==> src/rtl/wb_arbiter.sv <==
// Writeback arbiter: three single-entry source buffers drained round-robin into a
// registered register-file write port, with combinational bypass from pending writes.
module wb_arbiter (
  input  logic        clk,
  input  logic        rst,
  input  logic        alu_valid,
  output logic        alu_ready,
  input  logic [5:0]  alu_addr,
  input  logic [63:0] alu_data,
  input  logic        fpu_valid,
  output logic        fpu_ready,
  input  logic [5:0]  fpu_addr,
  input  logic [63:0] fpu_data,
  input  logic        mem_valid,
  output logic        mem_ready,
  input  logic [5:0]  mem_addr,
  input  logic [63:0] mem_data,
  output logic        rf_write_enable,
  output logic [5:0]  rf_write_addr,
  output logic [63:0] rf_write_data,
  input  logic [5:0]  read_addr1,
  input  logic [5:0]  read_addr2,
  output logic        bypass_hit1,
  output logic [63:0] bypass_data1,
  output logic        bypass_hit2,
  output logic [63:0] bypass_data2,
  output logic        wb_busy
);

  localparam int NSRC = 3;

  typedef enum logic [1:0] {
    SRC_ALU = 2'd0,
    SRC_FPU = 2'd1,
    SRC_MEM = 2'd2
  } src_e;

  function automatic src_e rr_next(input src_e s);
    case (s)
      SRC_ALU: return SRC_FPU;
      SRC_FPU: return SRC_MEM;
      default: return SRC_ALU;
    endcase
  endfunction

  logic [NSRC-1:0] src_valid, src_ready, accept;
  logic [5:0]      src_addr [NSRC];
  logic [63:0]     src_data [NSRC];

  logic [NSRC-1:0] buf_valid_q, buf_valid_d;
  logic [5:0]      buf_addr_q [NSRC];
  logic [63:0]     buf_data_q [NSRC];
  src_e            rr_start_q, rr_start_d;

  logic            gnt_vld;
  src_e            gnt_src;
  logic [NSRC-1:0] gnt_onehot;

  logic            rf_we_q, rf_we_d;
  logic [5:0]      rf_addr_q, rf_addr_d;
  logic [63:0]     rf_data_q, rf_data_d;

  logic [5:0]      rd_addr [2];
  logic [1:0]      byp_hit;
  logic [63:0]     byp_data [2];

  assign src_valid   = {mem_valid, fpu_valid, alu_valid};
  assign src_addr[0] = alu_addr;
  assign src_addr[1] = fpu_addr;
  assign src_addr[2] = mem_addr;
  assign src_data[0] = alu_data;
  assign src_data[1] = fpu_data;
  assign src_data[2] = mem_data;

  // First full buffer found walking from the source after the last winner.
  always_comb begin
    src_e cand;
    gnt_vld = 1'b0;
    gnt_src = SRC_ALU;
    cand    = rr_start_q;
    for (int k = 0; k < NSRC; k++) begin
      if (!gnt_vld && buf_valid_q[cand]) begin
        gnt_vld = 1'b1;
        gnt_src = cand;
      end
      cand = rr_next(cand);
    end
  end

  always_comb begin
    gnt_onehot = '0;
    if (gnt_vld) gnt_onehot[gnt_src] = 1'b1;
  end

  assign src_ready = ~buf_valid_q | gnt_onehot;
  assign accept    = src_valid & src_ready;

  // NOTE: every combinational output gets a default first so no latch is inferred.
  always_comb begin
    buf_valid_d = (buf_valid_q & ~gnt_onehot) | accept;
    rr_start_d  = gnt_vld ? rr_next(gnt_src) : rr_start_q;
    rf_we_d     = 1'b0;
    rf_addr_d   = rf_addr_q;
    rf_data_d   = rf_data_q;
    if (gnt_vld) begin
      // Writes to x0 are consumed but never reach the register file.
      rf_we_d   = (buf_addr_q[gnt_src] != 6'd0);
      rf_addr_d = buf_addr_q[gnt_src];
      rf_data_d = buf_data_q[gnt_src];
    end
  end

  // NOTE: sequential state uses non-blocking assignments so all flops update together.
  always_ff @(posedge clk) begin
    if (rst) begin
      buf_valid_q <= '0;
      rr_start_q  <= SRC_ALU;
      rf_we_q     <= 1'b0;
      rf_addr_q   <= '0;
      rf_data_q   <= '0;
    end else begin
      buf_valid_q <= buf_valid_d;
      rr_start_q  <= rr_start_d;
      rf_we_q     <= rf_we_d;
      rf_addr_q   <= rf_addr_d;
      rf_data_q   <= rf_data_d;
    end
  end

  // NOTE: buffer payloads are not reset; their valid bits alone decide whether they are used.
  always_ff @(posedge clk) begin
    for (int s = 0; s < NSRC; s++) begin
      if (accept[s]) begin
        buf_addr_q[s] <= src_addr[s];
        buf_data_q[s] <= src_data[s];
      end
    end
  end

  assign rd_addr[0] = read_addr1;
  assign rd_addr[1] = read_addr2;

  // Later matches override earlier ones: output stage < alu < fpu < mem.
  always_comb begin
    for (int p = 0; p < 2; p++) begin
      byp_hit[p]  = 1'b0;
      byp_data[p] = '0;
      if (rd_addr[p] != 6'd0) begin
        if (rf_we_q && rf_addr_q == rd_addr[p]) begin
          byp_hit[p]  = 1'b1;
          byp_data[p] = rf_data_q;
        end
        for (int s = 0; s < NSRC; s++) begin
          if (buf_valid_q[s] && buf_addr_q[s] == rd_addr[p]) begin
            byp_hit[p]  = 1'b1;
            byp_data[p] = buf_data_q[s];
          end
        end
      end
    end
  end

  assign alu_ready       = src_ready[0];
  assign fpu_ready       = src_ready[1];
  assign mem_ready       = src_ready[2];
  assign rf_write_enable = rf_we_q;
  assign rf_write_addr   = rf_addr_q;
  assign rf_write_data   = rf_data_q;
  assign bypass_hit1     = byp_hit[0];
  assign bypass_data1    = byp_data[0];
  assign bypass_hit2     = byp_hit[1];
  assign bypass_data2    = byp_data[1];
  assign wb_busy         = (|buf_valid_q) | rf_we_q;

endmodule

==> config.mk <==
export PLATFORM = sky130hd
export DESIGN_NAME = wb_arbiter
export DESIGN_NICKNAME = d
export VERILOG_FILES = /design/src/rtl/wb_arbiter.sv
export SDC_FILE = /design/constraint.sdc
export NUM_CORES = 1
export LEC_CHECK = 0
export CORE_ASPECT_RATIO = 1.25
export CORE_MARGIN = 2
export CORE_UTILIZATION = 30
export CTS_BUF_LIST = sky130_fd_sc_hd__clkbuf_4
export DETAILED_ROUTE_END_ITERATION = 6
export PLACE_DENSITY = 0.62
export SYNTH_ARGS = -nofsm -noshare
export SYNTH_HDL_FRONTEND = slang
export SYNTH_SLANG_ARGS = --single-unit
==> constraint.sdc <==
create_clock -name clk -period 3.2 [get_ports clk]
set_clock_uncertainty 0.05 [all_clocks]
set_input_delay 0.64 -clock clk [delete_from_list [all_inputs] [get_ports clk]]
set_output_delay 0.64 -clock clk [all_outputs]
set_load 0.005 [all_outputs]
==> results of run 1 <==
==> logic make-up (layout without fill, tap and decap cells) <==
group,Yosys count,after routing,synth area share
AOI/OAI and AO/OA,417,417,0.237
and+or+nand+nor,413,413,0.138
DFF,286,286,0.541
buffers and inverters,159,790,0.0557
xor gates and xnor gates,48,48,0.0290
other,0,7,0
==> synth_stat cells (all sizes together) <==
cell type | count | share of area
xor2 | 15 | 0.0091
dfxtp | 76 | 0.11
nand3 | 67 | 0.023
xnor2 | 33 | 0.020
o211ai | 1 | 0.00052
nor4 | 2 | 0.0013
edfxtp | 210 | 0.44
buf | 66 | 0.032
nand2 | 141 | 0.037
and4 | 2 | 0.0014
a221oi | 35 | 0.021
o31ai | 3 | 0.0016
a221o | 64 | 0.044
a311oi | 65 | 0.039
inv | 1 | 0.00026
a21oi | 42 | 0.015
o31a | 1 | 0.00061
nor2b | 1 | 0.00043
nor2 | 46 | 0.012
a211oi | 37 | 0.020
or2 | 1 | 0.00043
nor3 | 68 | 0.025
and2 | 7 | 0.0034
nand4 | 6 | 0.0026
a21boi | 2 | 0.0013
a32o | 64 | 0.044
or4 | 7 | 0.0039
clkbuf | 92 | 0.024
a31oi | 1 | 0.00043
o21bai | 1 | 0.00052
a222oi | 35 | 0.024
o21ai | 65 | 0.022
o211a | 1 | 0.00069
or3 | 65 | 0.028
==> layout make-up <==
cell class | count | area share
Antenna cell | 7 | 0.000741
Clock buffer | 122 | 0.0388
Clock inverter | 21 | 0.00604
Inverter | 1 | 0.000159
Multi-Input combinational cell | 878 | 0.297
Sequential cell | 286 | 0.331
Tap cell | 644 | 0.0341
Timing Repair Buffer | 646 | 0.291
==> state kept, by name, indices dropped and copies added (netlist names) <==
| signal | count |
|---|---|
| buf_addr_q | 18 |
| rf_write_data | 64 |
| buf_valid_q | 3 |
| rf_write_enable | 1 |
| rr_start_q | 2 |
| buf_data_q | 192 |
| rf_write_addr | 6 |
==> placed cells by master (no fill, tap or decap), drive strengths merged, types with 6 or more instances in the layout <==
cell,n
xor2,15
clkdlybuf4s50,294
nand3,67
o21ai,65
buf,317
nand2,141
dlymetal6s2s,10
a221oi,35
a211oi,37
and2,7
nor3,68
nand4,6
or4,7
or3,65
nor2,46
dfxtp,76
edfxtp,210
xnor2,33
a32o,64
a221o,64
clkinv,16
a311oi,65
a21oi,42
diode,7
a222oi,35
clkbuf,144
==> per-layer routing <==
metal | track usage | vias to the layer above | wire length (um)
li1 | - | 6558 | -
met3 | 0.0739 | 413 | 8990
met4 | 0.194 | 10 | 5960
met2 | 0.467 | 1440 | 36500
met5 | 0 | - | 67
met1 | 0.337 | 7834 | 27500
==> worst register-to-register path: stages, from the launching register on <==
cell,delay (ps)
dfxtp_1,410
buf_4,190
a21oi_1,70
o211a_4,280
buf_4,340
a21oi_4,490
buf_4,370
nand2_1,120
a211oi_1,220
==> report_power, final <==
part | internal (uW) | switching, uW
registers | 4320 | 337
clock network | 1890 | 1700
logic | 895 | 869
total | 7110 | 2910
==> worst paths after layout <==
kind / start / end / slack, ps
max: buf_addr_q[1][5] / bypass_data1[11] / -730
min: mem_data[3] / buf_data_q[2][3] / 290
max reg2reg: buf_valid_q[0] / rf_write_data[31] / 510
min reg2reg: rf_write_data[63] / rf_write_data[63] / 480
==> through the flow <==
step | hold WS (ps) | setup slack, ps | utilization | setup TNS, ps
6_report | 293 | -732 | 0.493 | -80270
5_1_grt | 240 | -822 | 0.493 | -92400
4_1_cts | 187 | -914 | 0.471 | -83560
3_5_place_dp | 479 | -824 | 0.416 | -94960
3_3_place_gp | 475 | -823 | 0.416 | -94600
2_1_floorplan | 467 | 96.2 | - | 0
==> timing repair <==
| item | in CTS | in global routing |
|---|---|---|
| resized for setup | 607 | 190 |
| endpoints found under the setup margin | 132 | 132 |
| setup buffers | 58 | 40 |
| cloned | 24 | 15 |
| pin swaps | 76 | 48 |
==> impl_metrics.py, run 1 <==
metrics = {
    "logic_synthesis": {
        "syn_avg_cell_area_um2": 10.9,
        "syn_nets": 1550,
        "ys_seq_elements": 286,
        "synth.distinct_cells": 48,
        "yosys_warnings": 0,
        "synthesis.area_um2": 14500,
        "yosysSeqAreaShare": 0.541,
        "synth_cells": 1323,
    },
    "die": {
        "die_h_um": 250,
        "core-area_um2": 48000,
        "dieArea_um2": 50000,
        "start_util": 0.302,
        "row_count": 90,
        "die_x_um": 200,
        "num_io_pins": 432,
    },
    "critical_path": {
        "crit_fanout": 6,
        "cp-start-kind": "flip-flop",
        "cp-end-kind": "output pin",
        "slowest_delay_ps": 540,
        "ff2ff_path_depth": 8,
        "crit_required_ps": 2510,
        "path_cells": "xnor2_2 > nand4_1 > or4_4 > and2_4 > buf_8 > buf_16 > a311oi_4 > buf_4 > buf_6",
        "worst-path-stages": 9,
        "path_delay_family": "simple AND/OR/NAND/NOR gates",
        "slowest_stage": "or4_4",
        "critPathKind": "flip-flop to output pin",
        "critical_path_arrival_ps": 3240,
        "crit_buf_inv": 4,
    },
    "hold_path": {
        "hold_path.class": "primary input to flip-flop",
        "holdPathStages": 1,
    },
    "route": {
        "vias": 16300,
        "drt-total-wl_mm": 79.1,
        "drt_iter0_markers": 1883,
        "antenna_left": 0,
        "via_per_inst": 6.24,
        "dr.pass1.iters": 7,
        "wl_per_cell_um": 30.3,
        "drc": 3,
    },
    "finish": {
        "fin_cells": 2605,
        "drive_above_1_share": 0.338,
        "fillers": 4317,
        "syn_to_final_growth_pct": 63.3,
        "seq_area_um2": 7830,
        "multi_input_area_um2": 7030,
        "nets": 2119,
        "postLayoutCellArea_um2": 23600,
    },
    "global_routing": {
        "grt_max_degree": 77,
        "grt_pass1_vias": 16100,
        "grt_use_total": 0.288,
        "grt_overflow": 0,
        "grt_pass1_wl_mm": 107,
        "antenna_found_initial": 11,
    },
    "sta": {
        "max_slew_margin": 0.223,
        "rsz0062_at_grt": "true",
        "max_freq_mhz": 254,
        "period_share": 1.23,
        "setup_viol": 130,
        "final-hold-violation-count": 0,
        "drv_slew": 0,
        "setup_slack_ps": -732,
        "tightest_slew_ps": 1170,
        "period_needed_ps": 3930,
    },
    "pwr": {
        "vdd_drop_max_mv": 0.245,
        "power.density_nw_per_um2": 424,
        "finalPower_uw": 10000,
        "leakage_uw": 0.00895,
    },
    "place": {
        "routabilityCongestion": 0.873,
        "dpl_cell_area_um2": 20000,
        "place_inst": 2331,
        "dp_hpwl_mm": 42.6,
        "numPortBuffers": 431,
    },
    "clocking": {
        "clock_latency_ps": 840,
        "max-clock-path-buffers": 3,
        "htreeDepth": 3,
        "ctsHoldBuffers": 0,
        "cts_buffers": 79,
        "cts-root-buf": "clkbuf_4",
        "clock-sinks": 286,
        "cts.clk_slew.worst_paths_ps": 70,
        "cts_tree": "built",
    },
    "flow_run": {
        "maxCapViolations": 0,
    },
    "outcome": {
        "violations": "DRC, setup timing",
        "status": "finished, violations left",
    },
}
Note: power is estimated with default switching activity, not from simulation.
==> run 2, diff against run 1 <==
--- a/config.mk
+++ b/config.mk
@@ -5,6 +5,8 @@
 export SDC_FILE = /design/constraint.sdc
 export NUM_CORES = 1
 export LEC_CHECK = 0
+export ABC_AREA = 0
+export ABC_CLOCK_PERIOD_IN_PS = 3600
 export CORE_ASPECT_RATIO = 1.25
 export CORE_MARGIN = 2
 export CORE_UTILIZATION = 30
==> constraint.sdc (replaced) <==
create_clock -name clk -period 3.6 [get_ports clk]
set_clock_uncertainty 0.05 [all_clocks]
set_input_delay 0.72 -clock clk [delete_from_list [all_inputs] [get_ports clk]]
set_output_delay 0.72 -clock clk [all_outputs]
set_load 0.005 [all_outputs]
==> impl_metrics.py, run 2 (synthesis gave the netlist of run 1 again) <==
metrics = {
    "outcome": {
        "violations": "setup timing",
        "status": "finished, violations left",
    },
    "route": {
        "wl_per_cell_um": 31.0,
        "antenna_left": 0,
        "via_per_inst": 6.23,
        "drc": 0,
        "vias": 16200,
        "dr.pass1.iters": 6,
        "drt-total-wl_mm": 80.7,
        "drt_iter0_markers": 2057,
    },
    "global_routing": {
        "grt_overflow": 0,
        "grt_use_total": 0.286,
        "antenna_found_initial": 15,
        "grt_pass1_vias": 16200,
        "grt_max_degree": 77,
        "grt_pass1_wl_mm": 106,
    },
    "die": {
        "die_h_um": 250,
        "num_io_pins": 432,
        "row_count": 90,
        "dieArea_um2": 50000,
        "start_util": 0.302,
        "die_x_um": 200,
        "core-area_um2": 48000,
    },
    "clocking": {
        "cts.clk_slew.worst_paths_ps": 70,
        "clock_latency_ps": 810,
        "max-clock-path-buffers": 3,
        "ctsHoldBuffers": 0,
        "cts_buffers": 82,
        "cts-root-buf": "clkbuf_4",
        "cts_tree": "built",
        "clock-sinks": 286,
        "htreeDepth": 3,
    },
    "pwr": {
        "swShare": 0.294,
        "leakage_uw": 0.00883,
        "power.density_nw_per_um2": 382,
        "clkPwrFrac": 0.360,
        "internal_power_uw": 6270,
        "p_seq_frac": 0.466,
        "combPwrFrac": 0.174,
        "vdd_drop_max_mv": 0.221,
        "finalPower_uw": 8870,
        "p_sw_uw": 2610,
    },
    "place": {
        "dp_hpwl_mm": 43.1,
        "routabilityCongestion": 0.888,
        "numPortBuffers": 431,
    },
    "finish": {
        "final_common_cell": "clkdlybuf4s50_1",
        "largest_register_ffs": 192,
        "fin_util": 0.484,
        "drive_above_1_share": 0.317,
        "nets": 2108,
        "final_cell_mix": "clkdlybuf4s50_1, edfxtp_1, nand2_1",
        "syn_to_final_growth_pct": 60.6,
        "regMostFlops": "buf_data_q",
    },
    "sta": {
        "setup_viol": 129,
        "max_slew_margin": 0.214,
        "finalHoldWorstSlack_ps": 401,
        "period_needed_ps": 3910,
        "tightest_slew_ps": 1180,
        "final-hold-violation-count": 0,
        "period_share": 1.09,
        "drv_slew": 0,
        "rsz0062_at_grt": "true",
        "max_freq_mhz": 256,
        "setup_slack_ps": -308,
    },
    "critical_path": {
        "crit_fanout": 23,
        "cp-start-kind": "flip-flop",
        "critical_path_arrival_ps": 3140,
        "critPathKind": "flip-flop to output pin",
        "cp-end-kind": "output pin",
        "crit_required_ps": 2830,
    },
    "hold_path": {
        "hold_path.class": "primary input to flip-flop",
    },
    "flow_run": {
        "maxCapViolations": 0,
    },
}
[run 2: cell count changes in the layout (fill, tap and decap cells not counted), sizes merged, moves of 2 or more]
cell	change
buf	-55
bufinv	-2
clkbuf	+39
clkdlybuf4s15	+3
clkdlybuf4s50	-3
dlygate4sd2	+7
dlymetal6s2s	+5
inv	+2
[run 2: area by class of cell]
class,count,area (um^2)
repair buffers,632,6680
diodes,8,20.0
flip-flops and latches,286,7830
clock buffers,132,991
fillers,4388,24700
inverters,1,3.75
clock inverters,20,85.1
well taps,644,806
multi-input cells,878,6820
[run 2: path summary, 6_finish.rpt]
kind | slack, ps | endpoint | cells past startpoint | from
min reg2reg | 490 | rf_write_data[38] | 2 | rf_write_data[38]
min | 400 | buf_data_q[2][20] | 1 | mem_data[20]
max reg2reg | 770 | rf_write_data[9] | 7 | buf_valid_q[2]
max | -310 | bypass_data1[31] | 7 | buf_addr_q[1][5]
[run 2: repair_timing]
| action | 4_1_cts | 5_1_grt |
|---|---|---|
| pin swaps | 31 | 101 |
| cloned | 15 | 26 |
| endpoints found under the setup margin | 131 | 131 |
| setup buffers | 44 | 41 |
| resized for setup | 345 | 334 |
[run 2: power by group through the flow]
stage | combinational [uW] | clock (uW) | sequential [uW]
after global placement | 1390 | 0 | 4180
after floorplan | 551 | 0 | 4100
final | 1540 | 3200 | 4130
after global routing | 1600 | 3410 | 4150
after CTS | 1460 | 3260 | 4110
after detailed placement | 1410 | 0 | 4180
[run 2: metal layers]
metal  wire, um  share of wire  track usage  vias to the layer above
met5         75        0.00093            0                        -
met2      37800           0.47        0.468                     1492
met3       9520           0.12       0.0733                      396
met1      27700           0.34        0.331                     7769
met4       5720          0.071        0.190                       12
li1           -              -            -                     6531
[run 2: critical path, cell delays in order (launching register included)]
cell,delay [ps]
edfxtp_1,450
xnor2_1,220
nand4_1,120
or4_4,560
and2_4,200
buf_12,180
a311oi_1,280
clkdlybuf4s15_2,280
[run 2: per-stage QoR]
step	area [um^2]	worst slack, ps	instances	setup TNS (ps)
final	23200	-308	2601	-26600
after CTS	22000	-649	2534	-54840
after detailed placement	19900	-648	2324	-65390
after global placement	19900	-618	2324	-63900
after global routing	23200	-438	2601	-43860
after floorplan	14500	97.3	1323	0
